### src/rtl/gpio_cfg_pkg.sv
// Shared definitions for the GPIO pad configuration serial loader.
package gpio_cfg_pkg;

    localparam int CFG_BITS = 13;
    localparam logic [CFG_BITS-1:0] DEFAULT_CFG = 13'h0403;

    typedef enum logic [2:0] {
        IDLE     = 3'd0,
        SHIFT_LO = 3'd1,
        SHIFT_HI = 3'd2,
        LOAD     = 3'd3,
        DONE     = 3'd4
    } state_e;

endpackage

### src/rtl/gpio_cfg_serial_loader_timer.sv
// gpio_cfg_bit_timer: phase counter that pulses phase_end on the last cycle of each CLK_DIV-cycle phase.
module gpio_cfg_bit_timer #(
    parameter int CLK_DIV = 2
) (
    input  logic clock,
    input  logic resetb,
    input  logic en,
    output logic phase_end
);

    localparam int CW = (CLK_DIV > 1) ? $clog2(CLK_DIV) : 1;
    localparam logic [CW-1:0] LAST = CW'(CLK_DIV - 1);

    logic [CW-1:0] cnt;

    assign phase_end = en && (cnt == LAST);

    // Phases run back to back while enabled, so the count restarts on phase_end.
    always_ff @(posedge clock or negedge resetb) begin
        if (!resetb) begin
            cnt <= '0;
        end else if (!en || phase_end) begin
            cnt <= '0;
        end else begin
            cnt <= cnt + CW'(1);
        end
    end

endmodule

### src/rtl/gpio_cfg_serial_loader.sv
// Pad configuration word store plus serial shift-chain loader (serial_clock/serial_data/serial_load).
// Optional chain readback capture is built when GPIO_CFG_READBACK_EN is defined.
//
// state    | meaning
// IDLE     | waiting for load_req; register writes accepted
// SHIFT_LO | serial_clock low, current bit presented on serial_data
// SHIFT_HI | serial_clock high, serial_data held
// LOAD     | serial_load strobe, chain transfers into pad registers
// DONE     | one-cycle completion pulse
module gpio_cfg_serial_loader
    import gpio_cfg_pkg::*;
#(
    parameter int NUM_PADS = 38,
    parameter int CLK_DIV  = 2,
    localparam int AW      = $clog2(NUM_PADS)
) (
    input  logic                clock,
    input  logic                resetb,
    input  logic                cfg_we,
    input  logic [AW-1:0]       cfg_addr,
    input  logic [CFG_BITS-1:0] cfg_wdata,
    output logic [CFG_BITS-1:0] cfg_rdata,
    input  logic                load_req,
    output logic                busy,
    output logic                done,
    output logic                serial_clock,
    output logic                serial_data,
    output logic                serial_load,
    input  logic                serial_data_ret,
    output logic [CFG_BITS-1:0] rb_rdata
);

    localparam int NB = NUM_PADS * CFG_BITS;
    localparam int BW = $clog2(CFG_BITS);

    state_e state, state_nx;

    logic [CFG_BITS-1:0] cfg_mem [NUM_PADS];
    logic [AW-1:0]       word_idx;
    logic [BW-1:0]       bit_pos;
    logic                phase_end;
    logic                timer_en;
    logic                addr_ok;
    logic                last_bit;
    logic                shift_step;
    logic                cur_bit;

    assign addr_ok    = {1'b0, cfg_addr} < (AW + 1)'(NUM_PADS);
    assign last_bit   = (word_idx == '0) && (bit_pos == '0);
    assign shift_step = (state == SHIFT_HI) && phase_end;
    assign cur_bit    = cfg_mem[word_idx][bit_pos];
    assign timer_en   = (state == SHIFT_LO) || (state == SHIFT_HI) || (state == LOAD);
    assign cfg_rdata  = addr_ok ? cfg_mem[cfg_addr] : '0;

    gpio_cfg_bit_timer #(
        .CLK_DIV (CLK_DIV)
    ) u_timer (
        .clock     (clock),
        .resetb    (resetb),
        .en        (timer_en),
        .phase_end (phase_end)
    );

    // The array is frozen for the whole shift so serial_data can read it live.
    always_ff @(posedge clock or negedge resetb) begin
        if (!resetb) begin
            for (int i = 0; i < NUM_PADS; i++) begin
                cfg_mem[i] <= DEFAULT_CFG;
            end
        end else if (cfg_we && addr_ok && !timer_en) begin
            cfg_mem[cfg_addr] <= cfg_wdata;
        end
    end

    // Bit pointer walks word NUM_PADS-1 MSB down to word 0 LSB.
    always_ff @(posedge clock or negedge resetb) begin
        if (!resetb) begin
            word_idx <= AW'(NUM_PADS - 1);
            bit_pos  <= BW'(CFG_BITS - 1);
        end else if ((state == IDLE) && load_req) begin
            word_idx <= AW'(NUM_PADS - 1);
            bit_pos  <= BW'(CFG_BITS - 1);
        end else if (shift_step && !last_bit) begin
            if (bit_pos == '0) begin
                bit_pos  <= BW'(CFG_BITS - 1);
                word_idx <= word_idx - AW'(1);
            end else begin
                bit_pos <= bit_pos - BW'(1);
            end
        end
    end

    always_ff @(posedge clock or negedge resetb) begin
        if (!resetb) begin
            state <= IDLE;
        end else begin
            state <= state_nx;
        end
    end

    always_comb begin
        state_nx     = state;
        busy         = 1'b0;
        done         = 1'b0;
        serial_clock = 1'b0;
        serial_data  = 1'b0;
        serial_load  = 1'b0;
        case (state)
            IDLE: begin
                if (load_req) begin
                    state_nx = SHIFT_LO;
                end
            end
            SHIFT_LO: begin
                busy        = 1'b1;
                serial_data = cur_bit;
                if (phase_end) begin
                    state_nx = SHIFT_HI;
                end
            end
            SHIFT_HI: begin
                busy         = 1'b1;
                serial_clock = 1'b1;
                serial_data  = cur_bit;
                if (phase_end) begin
                    state_nx = last_bit ? LOAD : SHIFT_LO;
                end
            end
            LOAD: begin
                busy        = 1'b1;
                serial_load = 1'b1;
                if (phase_end) begin
                    state_nx = DONE;
                end
            end
            DONE: begin
                done     = 1'b1;
                state_nx = IDLE;
            end
            default: begin
                state_nx = IDLE;
            end
        endcase
    end

`ifdef GPIO_CFG_READBACK_EN
    // Returned bits arrive in outgoing order, so the flat vector is {word NUM_PADS-1, ..., word 0}.
    logic [NB-1:0] rb_shift;
    logic [NB-1:0] rb_word;

    always_ff @(posedge clock or negedge resetb) begin
        if (!resetb) begin
            rb_shift <= '0;
            rb_word  <= '0;
        end else begin
            if (shift_step) begin
                rb_shift <= {rb_shift[NB-2:0], serial_data_ret};
            end
            if (state == DONE) begin
                rb_word <= rb_shift;
            end
        end
    end

    assign rb_rdata = addr_ok ? rb_word[int'(cfg_addr) * CFG_BITS +: CFG_BITS] : '0;
`else
    logic unused_ret;
    assign unused_ret = serial_data_ret;
    assign rb_rdata   = '0;
`endif

endmodule

### config.mk
export PLATFORM = sky130hd
export DESIGN_NAME = gpio_cfg_serial_loader
export DESIGN_NICKNAME = d
export VERILOG_FILES = /design/src/rtl/gpio_cfg_pkg.sv /design/src/rtl/gpio_cfg_serial_loader_timer.sv /design/src/rtl/gpio_cfg_serial_loader.sv
export SDC_FILE = /design/constraint.sdc
export NUM_CORES = 1
export LEC_CHECK = 0
export BUFFER_PORTS_ARGS = -buffer_cell sky130_fd_sc_hd__buf_4
export CAP_MARGIN = 40
export CORE_MARGIN = 3
export CORE_UTILIZATION = 26
export DETAILED_ROUTE_END_ITERATION = 6
export SLEW_MARGIN = 5
export SYNTH_ARGS = -nofsm -noshare
export SYNTH_HDL_FRONTEND = slang
export SYNTH_HIERARCHICAL = 1
export SYNTH_SLANG_ARGS = --single-unit
### constraint.sdc
create_clock -name clock -period 2.8 [get_ports clock]
set_input_delay 0.56 -clock clock [delete_from_list [all_inputs] [get_ports clock]]
set_output_delay 0.56 -clock clock [all_outputs]
set_load 0.05 [all_outputs]
======== Word-level counts from Yosys, hierarchy flattened ========
Index checks and enable logic that the tools add are counted.
word-level totals
  bits in registers ....................... 508
  output and inout port bits .............. 31
  word-level logic and storage cells ...... 112
operators by class
  bitwise logic cells ..................... 2
  $add $sub $neg .......................... 3
  mux-type cells .......................... 30
  eq/ne operators ......................... 8
  reductions and logical operators ........ 22
  magnitude comparators ................... 5
operator list
  operator               number
  $bwmux W494            1
  $bmux W13 S6           2
  $demux W13 S6          1
  $mux W13               6
  $mux W6                3
  $ge A7 B7 Y1 const B   2
  $not A6 Y7             2
  $mux W3                4
  $mux W4                3
  $pmux W3 S4            1
  $logic_and A1 B1 Y1    8
  $ne A2 B2 Y1 const B   4
  $lt A7 B1 Y1 const B   1
  $mux W1                7
  $eq A3 B2 Y1 const B   2
  $logic_not A6 Y1       1
  $lt A6 B6 Y1 const B   1
  $sub A6 B1 Y6 const B  1
  $lt A4 B5 Y1 const B   1
  $bmux W1 S4            1
  $logic_not A4 Y1       1
  $reduce_and A4 Y1      1
  $reduce_bool A2 Y1     2
  $sub A4 B1 Y4 const B  1
  10 further kinds       13

======== Depth between registers and ports, before layout ========
Gate-level depths: netlist (run 1).
  depth in word-level cells ............... 8
  mapped depth ............................ 13
  depth with buffers taken out ............ 9

======== Cells and area by module ========
The synthesis (run 1) kept the hierarchy.
modules (own cells, without submodules)
  module                  times used  area an instance (sq um)  cells each
  gpio_cfg_serial_loader  1           27177.3                   2097
  gpio_cfg_bit_timer      1           41.3                      3

======== Least setup slack after synthesis (run 1) ========
OpenSTA, ideal clock, no wires.
  kind .................................... register to output
  start ................................... register word_idx[0]
  end ..................................... output port serial_data
  arrival time ............................ 3.028 ns
  slack ................................... -0.788 ns
  cell stages (with the launch flop) ...... 12
  path buffers ............................ 4
  cell sequence ........................... dfstp_2 -> buf_6 -> buf_12 -> buf_12 -> buf_12 -> mux2i_1 -> a22o_1 -> nor4_2 -> a31oi_1 -> o2111ai_2 -> nand4_1 -> o31ai_1
between the ends
  longest elaborated chain between the ends .. 7
RTL lines
  element                                      RTL line                       source
  start: declaration                           gpio_cfg_serial_loader.sv:39   logic [AW-1:0] word_idx;
  start signal: assignment                     gpio_cfg_serial_loader.sv:78   word_idx <= AW'(NUM_PADS - 1);
  start signal: assignment                     gpio_cfg_serial_loader.sv:81   word_idx <= AW'(NUM_PADS - 1);
  start signal: assignment                     gpio_cfg_serial_loader.sv:86   word_idx <= word_idx - AW'(1);
  $not A6 Y7 (implied by the code)             gpio_cfg_serial_loader.sv:51   assign cur_bit = cfg_mem[word_idx][bit_pos];
  $bmux W13 S6                                 gpio_cfg_serial_loader.sv:51
  $mux W13 (implied by the code) (2 in a row)  gpio_cfg_serial_loader.sv:51
  $bmux W1 S4                                  gpio_cfg_serial_loader.sv:51
  $mux W1 (implied by the code)                gpio_cfg_serial_loader.sv:51
  $mux W1                                      gpio_cfg_serial_loader.sv:108  case (state)
  end: declaration                             gpio_cfg_serial_loader.sv:27   output logic serial_data,
No other way between the ends. The select of a mux whose other input is x is not followed.

======== Worst setup path in the final report (run 1) ========
Same ends and word-level chain as after synthesis.

==> results of run 1 <==
## power breakdown
part / internal (W) / switching (W)
sequential: 0.00863 / 0.000952
combinational: 0.00251 / 0.00240
clock: 0.00485 / 0.00323
## timing repair
item,4_1_cts,5_1_grt
pin swaps,81,58
hold endpoints to repair,29,0
hold buffers,1,0
resized for setup,204,66
buffers inserted,59,14
gates cloned,9,0
setup endpoints to repair,15,16
## through the flow
step / setup TNS [ns] / hold slack, ns
final: -5.83 / 0.325
after global routing: -6.32 / 0.335
after CTS: -5.41 / 0.305
after detailed placement: -7.54 / 0.500
after global placement: -7.48 / 0.488
after floorplan: -0.181 / 0.264
## cell families after synthesis
kind of cell	Yosys count	share of synthesized area
buf+inv	235	0.0468
fa+ha+maj	3	0.00138
xor+xnor	6	0.00193
flops	508	0.473
simple gates	272	0.0524
mux	672	0.315
compound gates	403	0.110
other cells	1	0.000138
## metal layers
| layer | wire length (microns) | vias up |
|---|---|---|
| li1 | - | 8918 |
| met4 | 5630 | 6 |
| met3 | 8560 | 288 |
| met2 | 46900 | 1122 |
| met1 | 43400 | 11100 |
| met5 | 31 | - |
## path summary, 6_finish.rpt
path | end | slack [ns] | depth (start not counted)
worst max-delay path | serial_data | -1.36 | 10
worst min-delay path | state[0] | 0.32 | 4
worst max register to register | cfg_mem[447] | 0.06 | 7
worst min register to register | cfg_mem[368] | 0.52 | 1
max in group asynchronous | cfg_mem[374] | 1.39 | 3
min in group asynchronous | cfg_mem[272] | 0.46 | 2
## layout make-up
type                    instances  area share
inverters                       9    0.000927
clock inverters                33      0.0123
clock buffers                  74      0.0428
diodes                          2    0.000137
repair buffers                558       0.157
well taps                    1380      0.0474
multi-input cells            1369       0.386
flip-flops and latches        508       0.353
## placed cells by master, fill, tap and decap left out, types with 10 or more instances in the layout
master and instances:
buf_8 18, bufinv_16 10, dfstp_2 118, nor2_2 19
mux2_2 404, nand2_1 53, clkinv_2 13, buf_6 44
conb_1 13, a22oi_2 54, nand4_1 49, mux2i_1 68
mux4_2 82, a22oi_1 177, clkbuf_1 10, buf_4 404
a31oi_1 11, buf_12 80, nand3_1 15, clkbuf_16 57
a221oi_1 10, nor2_1 51, mux2_1 104, mux4_1 11
a22o_1 19, a21oi_1 15, dfrtp_1 387, nor3_1 11
a221oi_2 17
## worst reg2reg max path, stage by stage, from the launching register on
cell and delay (ns):
dfrtp_1 0.38, nor2_2 0.22, o21ai_1 0.24, nor2_1 0.45, nand2_1 0.36, nor2_1 0.38, buf_12 0.23, mux2_2 0.36
## sequential cells by signal (all words and copies together), names as in the netlist
register and flops:
bit_pos 4, cfg_mem 494, state 3, u_timer/cnt 1, word_idx 6
==> summary.md, run 1 <==
| Metric | Value |
|---|---|
| Post-Syn Area | `27200 sq um` |
| Buf+Inv Stages, Crit Path | `3` |
| Post-Synthesis Cells | `2100` |
| Initial DRC count | `2325` |
| Post-synth cell types | `79` |
| Crit-path cells | `buf_12, mux4_2, nor2_2, o41ai_1, buf_4, o41ai_4, o22ai_2, o21ai_4, o31ai_4, buf_6` |
| Unrepaired setup endpoints after global routing | `yes` |
| Remaining global-route overflow | `0` |
| Core area | `approximately 100000 sq um` |
| Nets | `about 2500` |
| Sequential fraction of the synthesis area | `0.473` |
| Placer Congestion | `0.929` |
| Mean post-synth cell area | `13.0 sq um` |
| Critical Path AT | `3.60 ns` |
| Final hold violations | `0` |
| CP Capture Type | `output port` |
| Port Buffers | `40` |
| Fraction of layout cells with a size suffix above 1 | `0.562` |
| Final Setup Violations | `14` |
| GRT Util Overall | `0.190` |
| HP Class | `in2reg` |
| Clock Path Buffers | `3` |
| Worst Setup SP | `word_idx[0]` |
| Critical path's largest stage delay | `slightly above 0.7 ns` |
| Clk_skew | `0.0136 ns` |
| Routed wire length | `~100 mm` |
| Placed Instances | `3757` |
| Fin crit period | `4.16 ns` |
| Residual DRC | `0` |
| Share of the synthesized area in the top cell type | `0.358` |
| Area of the multi-input gates | `around 14000 sq um` |
| Dpl hpwl | `71.5 mm` |
| Largest area contributor in the netlist | `dfrtp_1` |
| Clk Latency, worst-skew pair | `0.64 ns` |
| Die H | `330 microns` |
| Worst vdd ir | `0.479 mV` |
| EDFF count, synth | `0` |
| Synth area leaders | `dfrtp_1 36%, mux2_2 17%, dfstp_2 11%` |
| Number of buffers created by CTS | `57` |
| Met3 GRT Util | `0.0412` |
| Pwr Density | `roughly 620 nW/um^2` |
| Non-Filler Instances | `3933` |
| Most frequent cells after synthesis | `406 x mux2_2, 389 x dfrtp_1, 231 x a22oi_1` |
| Critical Path Slowest Stage Cell | `dfstp_4` |
| FF+latch count, synth | `508` |
| Remaining antenna violation count | `0` |
| CTS tree | `done` |
| Worst path top cell family by delay | `compound AO/OA/AOI/OAI gates` |
| Status | `finished, violations left` |
| Initial antenna violation count | `7` |
| CTS HTree Levels | `2` |
| Die width | `around 330 microns` |
| M2 GR Usage | `0.295` |
| Vias in the first global route | `21800` |
| Reg-to-reg critical path startpoint | `state[1]` |
| Critical Path Fanout Max | `5` |
| Routed vias | `21400` |
| First-pass GRT wire length | `153 mm` |
| Setup WS pre-CTS | `-1.18 ns` |
| Slew @ Worst Pin | `0.581 ns` |
| Worst hold start | `load_req` |
| Die area | `109000 sq um` |
| Max-cap violations | `0` |
| Final worst-path cycle share | `1.48` |
| Critical path class | `reg2out` |
| Initial Util | `0.263` |
| Seq. cell area | `12900 sq um` |
| # fillers | `10000` |
| Ys async rst share | `1.00` |
| Number of placement rows | `118` |
| CTS Root Cell | `clkbuf_16` |
| Grt peak-use layer | `met2` |
| CP Launch Type | `flip-flop` |
| Vias per cell | `5.44` |
| Placed cell area | `32500 sq um` |
| Count leader, synth | `mux2_2` |
| Worst-path clk slew | `0.06 ns` |
| Largest net degree at the start of global routing | `72` |
| Primary FF master, synth | `dfrtp_1` |
| Peak Freq | `241 MHz` |
| Final count of pins violating max slew | `0` |
| Iteration count of the initial detailed-routing pass | `5` |
| # clock sinks | `508` |
| Fin area | `36500 sq um` |
| WP data required | `2.24 ns` |
| Leakage | `16.3 nW` |
| Failing checks | `setup timing` |
| Yosys warnings | `6` |
| Area growth, synth to finish | `33.9%` |
| Final Worst Setup Slack | `-1.36 ns` |
| Final Core Density | `0.352` |
| Avg WL per Cell | `26.6 microns` |
| Slew HR | `0.613` |
| Total chip power | `between 0.02 and 0.025 W` |
| I/O pin cnt | `55` |
| GR Util met1 | `0.252` |
Power figures use the tool's default switching activity.
==> run 2: changes to the inputs <==
--- a/config.mk
+++ b/config.mk
@@ -7,9 +7,12 @@
 export LEC_CHECK = 0
 export BUFFER_PORTS_ARGS = -buffer_cell sky130_fd_sc_hd__buf_4
 export CAP_MARGIN = 40
+export CORE_ASPECT_RATIO = 0.8
 export CORE_MARGIN = 3
 export CORE_UTILIZATION = 26
 export DETAILED_ROUTE_END_ITERATION = 6
+export PLACE_DENSITY = 0.45
+export SETUP_SLACK_MARGIN = 0.5
 export SLEW_MARGIN = 5
 export SYNTH_ARGS = -nofsm -noshare
 export SYNTH_HDL_FRONTEND = slang
==> run 2 against run 1 <==
The run still ends with setup timing left. Maximum frequency shrank 4.0%. Combinational power grew 13%. Design area grew 2.5%. Non-clock buffer count grew 103. Sequential share of layout area shrank 0.87 points. Sequential cell count is the same. Worst setup slack lost 0.17 ns. Global-route usage grew 2.3 points. Clock power shrank 6.6%. Critical path type unchanged. Largest cell class unchanged. Largest power group unchanged. Highest routed layer unchanged.
==> summary.md, run 2 (synthesized netlist as in run 1, its figures left out) <==
| Metric | Value |
|---|---|
| Residual DRC | `0 (unchanged)` |
| # clock sinks | `508 (unchanged)` |
| Worst-path clk slew | `0.07 ns (was 0.06 ns)` |
| Critical path's largest stage delay | `0.65 ns (was 0.71 ns)` |
| Routed wire length | `118 mm (was 105 mm)` |
| Top reg by flops | `cfg_mem (unchanged)` |
| Reg2reg setup slack | `0.42 ns (was 0.06 ns)` |
| Critical Path AT | `3.77 ns (was 3.60 ns)` |
| Final worst-path cycle share | `1.55 (was 1.48)` |
| Critical Path Slowest Stage Cell | `nor3_1 (was dfstp_4)` |
| Crit-path cells | `nor2_1, nand2_1, buf_4, nor3_1, or4_4, a31oi_4, o32a_1, o31ai_4, buf_6 (was buf_12, mux4_2, nor2_2, o41ai_1, buf_4, o41ai_4, o22ai_2, o21ai_4, o31ai_4, buf_6)` |
| Nets | `2631 (was 2530)` |
| Iteration count of the initial detailed-routing pass | `6 (was 5)` |
| CTS tree | `done (unchanged)` |
| Leakage | `16.8 nW (was 16.3 nW)` |
| Routed vias | `21900 (was 21400)` |
| Initial Util | `0.264 (was 0.263)` |
| Slew @ Worst Pin | `0.840 ns (was 0.581 ns)` |
| Critical Path Fanout Max | `7 (was 5)` |
| WP data required | `2.24 ns (about the same)` |
| Final Setup Violations | `14 (unchanged)` |
| Hold_ws | `0.349 ns (was 0.325 ns)` |
| Setup crit end | `serial_data (unchanged)` |
| Max-cap violations | `0 (unchanged)` |
| Peak Freq | `231 MHz (was 241 MHz)` |
| Biggest regs | `cfg_mem x494, word_idx x6, bit_pos x4 (unchanged)` |
| # diodes | `0 (was 2)` |
| Worst Setup SP | `word_idx[4] (was word_idx[0])` |
| Slew HR | `0.432 (was 0.613)` |
| Clock Path Buffers | `3 (unchanged)` |
| Vias per cell | `5.42 (was 5.44)` |
| CP Capture Type | `output port (unchanged)` |
| Clk Latency, worst-skew pair | `0.64 ns (about the same)` |
| Worst hold stages | `4 (unchanged)` |
| Failing checks | `setup timing (unchanged)` |
| Die H | `295 microns (was 330 microns)` |
| Initial antenna violation count | `3 (was 7)` |
| Total chip power | `0.0227 W (was 0.0226 W)` |
| I/O pin cnt | `55 (unchanged)` |
| Die area | `109000 sq um (about the same)` |
| Fin crit period | `4.33 ns (was 4.16 ns)` |
| Final Core Density | `0.362 (was 0.352)` |
| R2r worst-path depth | `14 (was 7)` |
| CTS Root Cell | `clkbuf_16 (unchanged)` |
| Vias in the first global route | `22600 (was 21800)` |
| Pwr Density | `606 nW/um^2 (was 619 nW/um^2)` |
| CTS HTree Levels | `2 (unchanged)` |
| Die width | `368 microns (was 330 microns)` |
| Number of placement rows | `105 (was 118)` |
| Port Buffers | `40 (unchanged)` |
| Placer Congestion | `0.894 (was 0.929)` |
| Reg-to-reg critical path startpoint | `word_idx[1] (was state[1])` |
| Fin area | `37400 sq um (was 36500 sq um)` |
| Placed cell area | `33500 sq um (was 32500 sq um)` |
| Largest net degree at the start of global routing | `74 (was 72)` |
| HP Class | `in2reg (unchanged)` |
| Fraction of layout cells with a size suffix above 1 | `0.592 (was 0.562)` |
| Remaining antenna violation count | `0 (unchanged)` |
| Commonest non-fill, non-tap cell in the layout | `buf_4` |
| Status | `finished, violations left (unchanged)` |
| CP Launch Type | `flip-flop (unchanged)` |
| Number of buffers created by CTS | `54 (was 57)` |
| Unrepaired setup endpoints after global routing | `yes (unchanged)` |
| FF-to-FF End | `word_idx[3] (was cfg_mem[447])` |
| Final count of pins violating max slew | `0 (unchanged)` |
| Commonest cells after routing, fill and taps aside | `485 x buf_4, 405 x mux2_2, 386 x dfrtp_1, 172 x a22oi_1, 118 x dfstp_2 (was 404 x mux2_2, 404 x buf_4, 387 x dfrtp_1, 177 x a22oi_1, 118 x dfstp_2)` |
| Remaining global-route overflow | `0 (unchanged)` |
| Initial DRC count | `2181 (was 2325)` |
| Dpl hpwl | `82.5 mm (was 71.5 mm)` |
| GRT Util Overall | `0.213 (was 0.190)` |
| Area growth, synth to finish | `37.3% (was 33.9%)` |
| Critical path class | `reg2out (unchanged)` |
| Clk_skew | `0.0159 ns (was 0.0136 ns)` |
| Final Worst Setup Slack | `-1.53 ns (was -1.36 ns)` |
| Avg WL per Cell | `29.2 microns (was 26.6 microns)` |
| First-pass GRT wire length | `169 mm (was 153 mm)` |
| Max reg flops | `494 (unchanged)` |
| Worst vdd ir | `0.534 mV (was 0.479 mV)` |
| Core area | `103000 sq um (was 104000 sq um)` |
| Final hold violations | `0 (unchanged)` |
run 2: cell count changes in the layout (fill, tap and decap cells not counted), moves of 8 or more:
cell       delta
clkbuf_8      +9
nor2_2       +10
buf_4        +81
nor2_1       -13
buf_12       +16
buf_6        +11
bufinv_16     -8
run 2: worst min path at each step:
| stage | startpoint | slack (ns) | end |
|---|---|---|---|
| final | load_req | 0.35 | state[0] |
| after CTS | load_req | 0.31 | state[0] |
| after detailed placement | cfg_mem[22] | 0.50 | cfg_mem[22] |
| after global placement | cfg_mem[28] | 0.49 | cfg_mem[28] |
| after floorplan | resetb | 0.26 | bit_pos[0] |
| after global routing | load_req | 0.35 | state[0] |
run 2: final cells by class:
cell class	instances	area, sq um
clock buffers	86	1700
clock inverters	15	130
fillers	10000	65800
inverters	9	51.3
multi-input cells	1370	14300
flip-flops and latches	508	12900
well taps	1391	1740
repair buffers	661	6630
run 2: metal layers:
layer,vias to the layer above,routed length (microns),track usage
met5,-,13,0
met4,2,2810,0.0508
met3,191,9660,0.0455
met2,953,50800,0.319
met1,11600,54700,0.314
li1,9102,-,-
run 2: timing repair:
| item | CTS | global route |
|---|---|---|
| setup endpoints to repair | 37 | 39 |
| cloned | 6 | 0 |
| hold buffers | 1 | 0 |
| pin swaps | 68 | 77 |
| hold endpoints to repair | 28 | 0 |
| buffers inserted | 51 | 24 |
| resized for setup | 179 | 96 |
run 2: report_power, final:
| group | internal, W | switching [W] | total (W) | leakage, nW |
|---|---|---|---|---|
| sequential | 0.00862 | 0.000942 | 0.00956 | 6.57 |
| combinational | 0.00286 | 0.00268 | 0.00554 | 9.29 |
| clock | 0.00432 | 0.00324 | 0.00755 | 0.906 |
| total | 0.0158 | 0.00686 | 0.0227 | 16.8 |
run 2: per-stage QoR:
stage	setup WS (ns)	setup TNS (ns)	std cells
6_report	-1.53	-6.13	4040
4_1_cts	-1.42	-6.00	4016
2_1_floorplan	-0.145	-0.145	2112
3_5_place_dp	-1.14	-9.35	3857
3_3_place_gp	-1.15	-9.50	3857
5_1_grt	-1.49	-6.79	4040
run 2: critical path: cells and delay by family (launching register included):
kind	cells	cell delay, ns
flip-flops	1	0.60
AO/OA/AOI/OAI	3	0.81
AND/OR/NAND/NOR	4	1.29
buffers and inverters	2	0.42
